[src/rtl/branch_resolve_unit.sv]
// -----------------------------------------------------------------------------
// branch_resolve_unit
//
// Purpose:
//   Holds the architectural ALU flag register {n,v,z} and resolves branches.
//   A 3-bit condition code is evaluated against the flags. The PC-relative
//   target is computed from pc_in and a sign-extended offset. A taken branch
//   starts a fixed-length pipeline flush that a stall can stretch. The block
//   sits between the execute stage, which produces the flags, and the
//   fetch/PC-select logic.
//
// Parameters:
//   ASIZE        - PC / target width in bits (must exceed OFFSET_W)
//   OFFSET_W     - signed branch offset width
//   FLUSH_CYCLES - non-stalled cycles flush is held after a taken branch (1..15)
//
// Ports:
//   clk        in   system clock, rising edge
//   rst        in   asynchronous active-high reset
//   flag_we    in   load flag_in into the flag register this cycle
//   flag_in    in   ALU flags {n,v,z}
//   br_valid   in   branch instruction present this cycle
//   br_cond    in   condition code
//   br_offset  in   signed offset relative to pc_in
//   pc_in      in   PC of the instruction following the branch
//   stall_in   in   pipeline stall; freezes branch acceptance and flush count
//   resolved   out  one-cycle pulse when a branch has been evaluated
//   taken      out  branch outcome, held until the next resolve
//   target     out  branch target, held until the next resolve
//   flush      out  squash younger pipeline stages
//   busy       out  unit is not idle
//   flag_q     out  current flag register {n,v,z}
//
// Configuration:
//   FLAG_BYPASS_EN - when defined, a branch accepted in the same cycle as a
//                    flag write evaluates against flag_in (forwarded) rather
//                    than the older registered flags.
// -----------------------------------------------------------------------------
module branch_resolve_unit #(
    parameter int ASIZE        = 16,
    parameter int OFFSET_W     = 8,
    parameter int FLUSH_CYCLES = 2
) (
    input  logic                clk,
    input  logic                rst,
    input  logic                flag_we,
    input  logic [2:0]          flag_in,
    input  logic                br_valid,
    input  logic [2:0]          br_cond,
    input  logic [OFFSET_W-1:0] br_offset,
    input  logic [ASIZE-1:0]    pc_in,
    input  logic                stall_in,
    output logic                resolved,
    output logic                taken,
    output logic [ASIZE-1:0]    target,
    output logic                flush,
    output logic                busy,
    output logic [2:0]          flag_q
);

    localparam int         EXT_W          = ASIZE - OFFSET_W;
    localparam logic [3:0] FLUSH_CNT_INIT = 4'(FLUSH_CYCLES - 1);

    typedef enum logic {
        IDLE,
        FLUSH
    } state_e;

    state_e           state_q, state_d;
    logic [3:0]       cnt_q, cnt_d;
    logic             resolved_q, resolved_d;
    logic             taken_q, taken_d;
    logic [ASIZE-1:0] target_q, target_d;

    logic [2:0]       evalFlags;
    logic             condMet;
    logic             accept;
    logic [ASIZE-1:0] offsetExt;
    logic [ASIZE-1:0] branchTarget;

    // Flags seen by the condition evaluator. With forwarding enabled, a flag
    // write landing on the same edge as the branch is visible to it.
`ifdef FLAG_BYPASS_EN
    assign evalFlags = flag_we ? flag_in : flag_q;
`else
    assign evalFlags = flag_q;
`endif

    // Condition table over {n,v,z} = evalFlags[2:0].
    always_comb begin
        condMet = 1'b0;
        case (br_cond)
            3'b000:  condMet = evalFlags[0];
            3'b001:  condMet = ~evalFlags[0];
            3'b010:  condMet = ~evalFlags[0] & ~evalFlags[2];
            3'b011:  condMet = evalFlags[2];
            3'b100:  condMet = ~evalFlags[2];
            3'b101:  condMet = evalFlags[2] | evalFlags[0];
            3'b110:  condMet = evalFlags[1];
            default: condMet = 1'b1;
        endcase
    end

    // Target arithmetic wraps modulo 2^ASIZE.
    assign offsetExt    = {{EXT_W{br_offset[OFFSET_W-1]}}, br_offset};
    assign branchTarget = pc_in + offsetExt;

    // A branch arriving during FLUSH is on the wrong path and never accepted.
    assign accept = br_valid & ~stall_in & (state_q == IDLE);

    always_comb begin
        state_d    = state_q;
        cnt_d      = cnt_q;
        resolved_d = 1'b0;
        taken_d    = taken_q;
        target_d   = target_q;
        case (state_q)
            IDLE: begin
                if (accept) begin
                    resolved_d = 1'b1;
                    taken_d    = condMet;
                    target_d   = branchTarget;
                    if (condMet) begin
                        state_d = FLUSH;
                        cnt_d   = FLUSH_CNT_INIT;
                    end
                end
            end
            FLUSH: begin
                if (!stall_in) begin
                    if (cnt_q == 4'd0) begin
                        state_d = IDLE;
                    end else begin
                        cnt_d = cnt_q - 4'd1;
                    end
                end
            end
            default: begin
                state_d = IDLE;
                cnt_d   = 4'd0;
            end
        endcase
    end

    always_ff @(posedge clk or posedge rst) begin
        if (rst) begin
            state_q    <= IDLE;
            cnt_q      <= 4'd0;
            resolved_q <= 1'b0;
            taken_q    <= 1'b0;
            target_q   <= '0;
        end else begin
            state_q    <= state_d;
            cnt_q      <= cnt_d;
            resolved_q <= resolved_d;
            taken_q    <= taken_d;
            target_q   <= target_d;
        end
    end

    // The flag register updates regardless of state or stall.
    always_ff @(posedge clk or posedge rst) begin
        if (rst) begin
            flag_q <= 3'b000;
        end else if (flag_we) begin
            flag_q <= flag_in;
        end
    end

    assign resolved = resolved_q;
    assign taken    = taken_q;
    assign target   = target_q;
    assign flush    = (state_q == FLUSH);
    assign busy     = (state_q != IDLE);

endmodule

[config.mk]
export PLATFORM = sky130hd
export DESIGN_NAME = branch_resolve_unit
export DESIGN_NICKNAME = d
export VERILOG_FILES = /design/src/rtl/branch_resolve_unit.sv
export SDC_FILE = /design/constraint.sdc
export NUM_CORES = 1
export LEC_CHECK = 0
export ABC_AREA = 0
export CORE_ASPECT_RATIO = 1.4
export CORE_MARGIN = 2
export CORE_UTILIZATION = 50
export DETAILED_ROUTE_END_ITERATION = 12
export GPL_ROUTABILITY_DRIVEN = 0
export HOLD_SLACK_MARGIN = 0.06
export PLACE_DENSITY = 0.86
export SLEW_MARGIN = 0
export SYNTH_ARGS = -nofsm -noshare
export SYNTH_HDL_FRONTEND = slang
export SYNTH_SLANG_ARGS = --single-unit
[constraint.sdc]
create_clock -name clk -period 4.2 [get_ports clk]
set_input_delay 0.63 -clock clk [delete_from_list [all_inputs] [get_ports clk]]
set_output_delay 0.63 -clock clk [all_outputs]
set_load 0.01 [all_outputs]
After elaboration in Yosys (flattened, before gate mapping)
Cells that the tools add are included.
{"block": "totals", "reg_bits": 26, "latch_bits": 0, "ram_bits": 0, "rom_bits": 0, "inputBits": 35, "out_inout_bits": 23, "word_cells": 43, "mem_count": 0}
{"block": "op_classes", "add_sub_neg": 2, "n_mul": 0, "n_div": 0, "magnitude_cmp": 0, "eq_ne": 10, "shifts": 0, "n_mux": 13, "bitwise": 8, "reduce_logical": 4}
{"operator": "adder 16 bit", "count": 1}
{"operator": "2-to-1 mux 4 bit", "count": 4}
{"operator": "equality test 3 bit (second input constant)", "count": 3}
{"operator": "!= test 2 bit (second input constant)", "count": 4}
{"operator": "one-hot mux 4 bit (2 select lines)", "count": 1}
{"operator": "one-hot mux 1 bit (7 select lines)", "count": 1}
{"operator": "equality test 3 x 2 -> 1 bit (second input constant)", "count": 2}
{"operator": "2-to-1 mux 1 bit", "count": 6}
{"operator": "zero test 4 bit", "count": 1}
{"operator": "NOT 1 bit", "count": 4}
{"operator": "AND reduction 4 bit", "count": 1}
{"operator": "subtractor 4 x 1 -> 4 bit (second input constant)", "count": 1}
{"operator": "AND 1 bit", "count": 3}
{"operator": "equality test 3 x 1 -> 1 bit (second input constant)", "count": 1}
{"operator": "zero test 3 bit", "count": 1}
{"operator": "one-hot mux 1 bit (2 select lines)", "count": 1}
{"operator": "AND reduction 2 bit", "count": 1}
{"operator": "OR 1 bit", "count": 1}

Logic depth before layout (Yosys ltp)
Gate-level depths: netlist (run 1).
{"block": "logic_depth", "depth_word": 6, "ltp_mapped": 8, "ltp_nobuf": 8}

Worst setup path after synthesis (run 1)
OpenSTA, ideal clock, no wires.
{"block": "synth_timing", "kind": "input to register", "from": "input br_offset[0]", "to": "register target_q[12] (netlist: target[12])", "setup_time_ns": 0.069, "t_arrival_ns": 2.307, "t_required_ns": 4.131, "path_slack_ns": 1.824, "stages": 8, "n_path_buf": 0, "path_cell_list": "ha_1 fa_1 a21o_2 nand4_1 nand3_1 a211o_1 a31o_2 nand3_1"}
{"block": "synth_via", "elab_chain_len": 1}
{"element": "start, declared", "line_no": "50", "text": "input logic [OFFSET_W-1:0] br_offset,"}
{"element": "adder 16 bit", "line_no": "106", "text": "assign branchTarget = pc_in + offsetExt;"}
{"element": "end signal, assigned", "line_no": "157", "text": "target_q <= target_d;"}
{"element": "end, declared", "line_no": "73", "text": "logic [ASIZE-1:0] target_q, target_d;"}
Every way passes these cells.
A chain may end at the register's enable or synchronous reset.

Worst setup path after layout (run 1)
Same ends and word-level chain as after synthesis.

==> flow_summary.ini, run 1 <==
[final_layout]
multi_input_area_um2 = 1112
drive_above_1_share_pct = 6.667
area_delta_synth_final_pct = 33.79
ff_latch_area_um2 = 650.6
fillers = 279
nets = 309
num_antenna_cells = 0

[synthesis]
synthMuxAreaShare_pct = 3.474
yosysUniqueCellTypes = 46
yosys.area_share.adder_pct = 11.99
synth_top_area_cell = dfrtp_1
synth_commonest_cells = 26 x dfrtp_1, 25 x nand2_1, 18 x a21oi_1
synth.most_common_cell = dfrtp_1
postSynthCellCount = 202
async_flop_share_pct = 100.0
netlist_area_um2 = 1837
synthXorXnorAreaFrac_pct = 6.199
yosys-top-cells-area = dfrtp_1 35%, ha_1 11%, nand2_1 5.1%
avgSynthCellArea_um2 = 9.093
synth_top_area_share_pct = 35.42
synth_edf_count = 0
synth_compound_area_share_pct = 22.34
synthFlopType = dfrtp_1
yosys.area_share.simple_pct = 16.55
synth_nets = 254
ys_seq_elements = 26
yosysWarnings = 0
synth_top_family_by_area = compound AO/OA/AOI/OAI gates
yosysSeqAreaShare_pct = 35.42

[clock_network]
root_buffer = clkbuf_8
cts_resized = 0
post_cts_buffers = 0
numCtsBuffers = 3
insertion_delay_ns = 0.26
cts-htree-levels = 1
hold_buffers = 0
cts_tree = done
clockBufferDepth = 2
numClockSinks = 26
cts.clk_slew.worst_paths_ns = 0.08

[sta]
maxSlewViolCount = 0
relSlewSlack_pct = 36.47
worst_pin_slew_ns = 0.9518
fin_crit_sh_pct = 62.86
finClkSkew_ns = 0.002493
hold_viol = 0
min_period_ns = 2.640
tns_ns = 0
rsz0062_at_grt = no
max_freq_mhz = 378.7
finalSetupViolations = 0

[pwr]
total_leakage_power_nw = 1.079
peakVddDrop_uv = 241.9
p_per_area_nw_per_um2 = 456.1
power_mw = 1.121

[drt]
vias = 1668
finalWirelength_um = 3884
firstDrtPassIters = 4
drtIter0Drc = 73
drc = 0
drtAntennaViolNets = 0
vias_per_cell = 5.616
post_drt_wl_per_cell_um = 13.08

[worst_setup_path]
required_ns = 4.41
crit_type = in2reg
r2r_cells = 7
end_kind = register
worstPathArrival_ns = 2.85
start_kind = primary input
crit_fanout = 4

[die]
core_um2 = 3578
die_w_um = 55.23
io_pins = 58
die_h_um = 75.72
die_area_um2 = 4181
rows = 26
start_util_pct = 51.33

[global_routing]
globalRoute.totalOverflow = 0
grt_usage_pct = 19.63
antenna_found_initial = 0
grt_max_degree = 27
grt_pass1_vias = 1607
grt_pass1_wl_um = 6741

[place]
port_buffers = 57
dp_hpwl_um = 3123

[hold_path]
whs_path_depth = 2
min_path_type = reg2reg

[run_status]
status = finished clean

[run]
max-cap-violations = 0
-- cells by family (layout without fill, tap and decap cells) --
group / after synthesis / count (layout)
and+or+nand+nor: 64 / 64
AOI/OAI and AO/OA: 62 / 62
DFF: 26 / 26
adders and majority gates: 17 / 17
buffers and inverters: 14 / 67
xor gates and xnor gates: 13 / 13
muxes: 6 / 6
-- metal layers --
metal	GRT usage [%]	vias up	part of all wire (%)
met2	38.23	43	52
met1	22.08	776	42
li1	-	843	-
met4	7.317	0	1.7
met3	2.377	6	4.2
met5	0	-	0
-- through the flow --
stage	std cells	area [µm²]	utilization (%)	setup WS, ns	hold slack, ns
3_3_place_gp	294	2416	67.52	1.334	0.4569
2_1_floorplan	202	1837	-	1.824	0.5040
5_1_grt	297	2457	68.67	1.441	0.5050
6_report	297	2457	68.67	1.560	0.4781
4_1_cts	297	2457	68.67	1.550	0.4832
3_5_place_dp	294	2416	67.52	1.278	0.4631
-- state kept, by name (all words and copies together) (netlist names) --
register,count
busy,1
target,16
resolved,1
taken,1
flag_q,3
cnt_q,4
-- power breakdown --
part	switching, mW	total (mW)	internal, mW
sequential	0.0621	0.420	0.358
combinational	0.253	0.564	0.311
clock	0.0726	0.137	0.0642
total	0.388	1.12	0.733
-- cell type report --
cell class / count / share of cell area [%]
multi-input combinational: 162 / 45.26
tap: 42 / 2.138
timing repair buffer: 58 / 23.52
clock buffer: 3 / 1.680
inverter: 6 / 0.9165
sequential: 26 / 26.48
-- worst max-delay path, cell delays in order --
cell and delay [ns]:
clkdlybuf4s50_1 0.40, ha_1 0.25, fa_1 0.42, a21o_2 0.24
nand4_1 0.09, nand3_1 0.13, a211o_1 0.35, a31o_2 0.27
nand3_1 0.07
-- cells in the final DEF (no fill, tap or decap), types with 2 or more instances in the layout --
| cell | count |
|---|---|
| nand3b_1 | 3 |
| ha_1 | 16 |
| clkdlybuf4s50_1 | 57 |
| nand4_1 | 2 |
| nor3_1 | 6 |
| nand2_1 | 25 |
| a31oi_1 | 2 |
| mux2_2 | 3 |
| nand3_1 | 7 |
| mux2i_1 | 3 |
| inv_1 | 6 |
| xnor2_1 | 7 |
| a21o_1 | 6 |
| dfrtp_1 | 26 |
| a21oi_1 | 18 |
| a21o_2 | 2 |
| or2_2 | 2 |
| nor2_1 | 10 |
| clkbuf_8 | 3 |
| and3_1 | 3 |
| o211ai_1 | 3 |
| a211oi_2 | 2 |
| o21ai_0 | 15 |
| nor2b_1 | 2 |
| xor2_1 | 6 |
-- path summary, 6_finish.rpt --
path | startpoint | end | slack (ns)
max | br_offset[0] | target[12] | 1.56
min | target[1] | target[1] | 0.48
max reg2reg | busy | target[13] | 2.29
min reg2reg | target[1] | target[1] | 0.48
max in group asynchronous | rst | cnt_q[1] | 2.74
min in group asynchronous | rst | target[1] | 0.88
Note: power is estimated with default switching activity, not from simulation.
==> inputs of run 2 (changes only) <==
--- a/config.mk
+++ b/config.mk
@@ -8,11 +8,11 @@
 export ABC_AREA = 0
 export CORE_ASPECT_RATIO = 1.4
 export CORE_MARGIN = 2
-export CORE_UTILIZATION = 50
+export CORE_UTILIZATION = 42
 export DETAILED_ROUTE_END_ITERATION = 12
 export GPL_ROUTABILITY_DRIVEN = 0
 export HOLD_SLACK_MARGIN = 0.06
-export PLACE_DENSITY = 0.86
+export PLACE_DENSITY = 0.77
 export SLEW_MARGIN = 0
 export SYNTH_ARGS = -nofsm -noshare
 export SYNTH_HDL_FRONTEND = slang
==> constraint.sdc (replaced) <==
create_clock -name clk -period 2.35 [get_ports clk]
set_input_delay 0.3525 -clock clk [delete_from_list [all_inputs] [get_ports clk]]
set_output_delay 0.3525 -clock clk [all_outputs]
set_load 0.01 [all_outputs]
==> run 2 against run 1 <==
  * Register-to-register slack worse by 1.6 ns
  * Sequential cell count unchanged
  * Design area up 10%
  * Die area increased by 18%
  * Worst hold slack lost 0.028 ns
  * Non-clock buffer count grew 28
  * Sequential power is 80% higher
  * Via count grew 4.9%
  * Clock power rose by 100%
  * Utilization decreased by 4.4 points
==> flow_summary.ini, run 2 (same netlist as run 1, synthesis figures left out) <==
[pwr]
p_sw_uw = 717.1
p_per_area_nw_per_um2 = 782.7
p_comb_share_pct = 51.1
switching_share_pct = 33.89
power.share.sequential_pct = 35.7
peakVddDrop_uv = 299.2
total_leakage_power_nw = 1.224
power.internal_mw = 1.399
clkPwrFrac_pct = 13.2

[sta]
relSlewSlack_pct = 75.73
worst_pin_slew_ns = 0.3548
min_period_ns = 2.278
hold_viol = 0
finalSetupViolations = 0
max_freq_mhz = 439.0
setup_slack_ns = 0.07217
maxSlewViolCount = 0
finClkSkew_ns = 0.003262
rsz0062_at_grt = no
fin_crit_sh_pct = 96.93

[run_status]
status = finished clean

[clock_network]
insertion_delay_ns = 0.26
root_buffer = clkbuf_8
numClockSinks = 26
clockBufferDepth = 2
numCtsBuffers = 3
cts_tree = done
hold_buffers = 0
cts-htree-levels = 1
cts.clk_slew.worst_paths_ns = 0.09

[drt]
vias = 1750
drc = 0
post_drt_wl_per_cell_um = 12.57
vias_per_cell = 5.319
firstDrtPassIters = 4
drtAntennaViolNets = 0
finalWirelength_um = 4136
drtIter0Drc = 52

[worst_setup_path]
worstPathArrival_ns = 2.48
start_kind = primary input
required_ns = 2.55
crit_type = in2reg
crit_fanout = 6
end_kind = register

[global_routing]
antenna_found_initial = 0
met3_usage_pct = 1.246
globalRoute.totalOverflow = 0
use_met1_pct = 19.80
grt_pass1_wl_um = 6879
top_usage_layer = met2
grt_usage_pct = 17.30
grt_use_met2_pct = 33.70
grt_max_degree = 27
grt_pass1_vias = 1736

[die]
start_util_pct = 43.69
die_area_um2 = 4926
io_pins = 58
core_um2 = 4204
rows = 28
die_h_um = 82.25
die_w_um = 59.89

[place]
dp_cells = 325
place_area_um2 = 2630
port_buffers = 57
place_ws_ns = -0.2195
dp_hpwl_um = 3389

[final_layout]
mostFrequentLayoutCells = 57 x clkdlybuf4s50_1, 29 x buf_4, 26 x dfrtp_1
final_cell_area_um2 = 2704
nets = 337
num_antenna_cells = 0
drive_above_1_share_pct = 17.25
layout_commonest_cell = clkdlybuf4s50_1
area_delta_synth_final_pct = 47.21
largest_reg_flops = 16
stdcell_count = 329

[run]
max-cap-violations = 0

[hold_path]
min_path_type = in2async
run 2: cell types whose count changed in the layout (fill, tap and decap cells not counted), sizes merged:
cell,delta
clkbuf,+1
buf,+28
run 2: final timing paths:
path                                    from         end  slack (ns)  depth (start not counted)
worst max-delay path            br_offset[1]  target[15]        0.07                          8
worst min-delay path                     rst   target[0]        0.45                          3
worst max register to register      cnt_q[0]    cnt_q[0]        0.65                          7
worst min register to register         taken       taken        0.48                          1
max in group asynchronous                rst   flag_q[1]        1.65                          3
min in group clk                       taken       taken        0.48                          1
run 2: area by class of cell:
| type | count | area (µm²) |
|---|---|---|
| fill | 371 | 1500 |
| clock buffer | 4 | 55.05 |
| timing repair buffer | 86 | 788.3 |
| sequential | 26 | 650.6 |
| multi-input combinational | 162 | 1131 |
| tap | 45 | 56.30 |
| inverter | 6 | 22.52 |
run 2: per-layer routing:
layer,up-vias,wire length [µm]
met5,-,0
li1,895,-
met1,814,1803
met3,2,134
met4,0,21
met2,39,2178
run 2: critical path, cell delays in order:
cell and delay (ns):
clkdlybuf4s50_1 0.54, ha_1 0.27, a211oi_2 0.21, o21bai_2 0.11
a211oi_2 0.27, o31ai_4 0.12, or4_1 0.52, nand3_1 0.08
run 2: repair_timing:
action,in CTS,in global routing
buffers inserted,0,0
setup endpoints to repair,0,6
gates resized for setup,0,4
run 2: per-stage QoR:
step	setup TNS, ns	utilization, %	hold WS (ns)	power (mW)
final	0	64.32	0.4501	2.116
after global routing	0	64.32	0.5088	2.273
after CTS	0	63.87	0.4623	2.134
after detailed placement	-1.256	62.56	0.4668	1.851
after global placement	-0.9620	62.56	0.4579	1.817
after floorplan	0	-	0.3925	1.281
run 2: power by group through the flow:
stage | Clock (mW) | Combinational [mW] | Sequential [mW]
6_report | 0.279 | 1.08 | 0.755
5_1_grt | 0.302 | 1.19 | 0.779
4_1_cts | 0.287 | 1.09 | 0.757
3_5_place_dp | 0 | 1.09 | 0.766
3_3_place_gp | 0 | 1.06 | 0.759
2_1_floorplan | 0 | 0.453 | 0.828
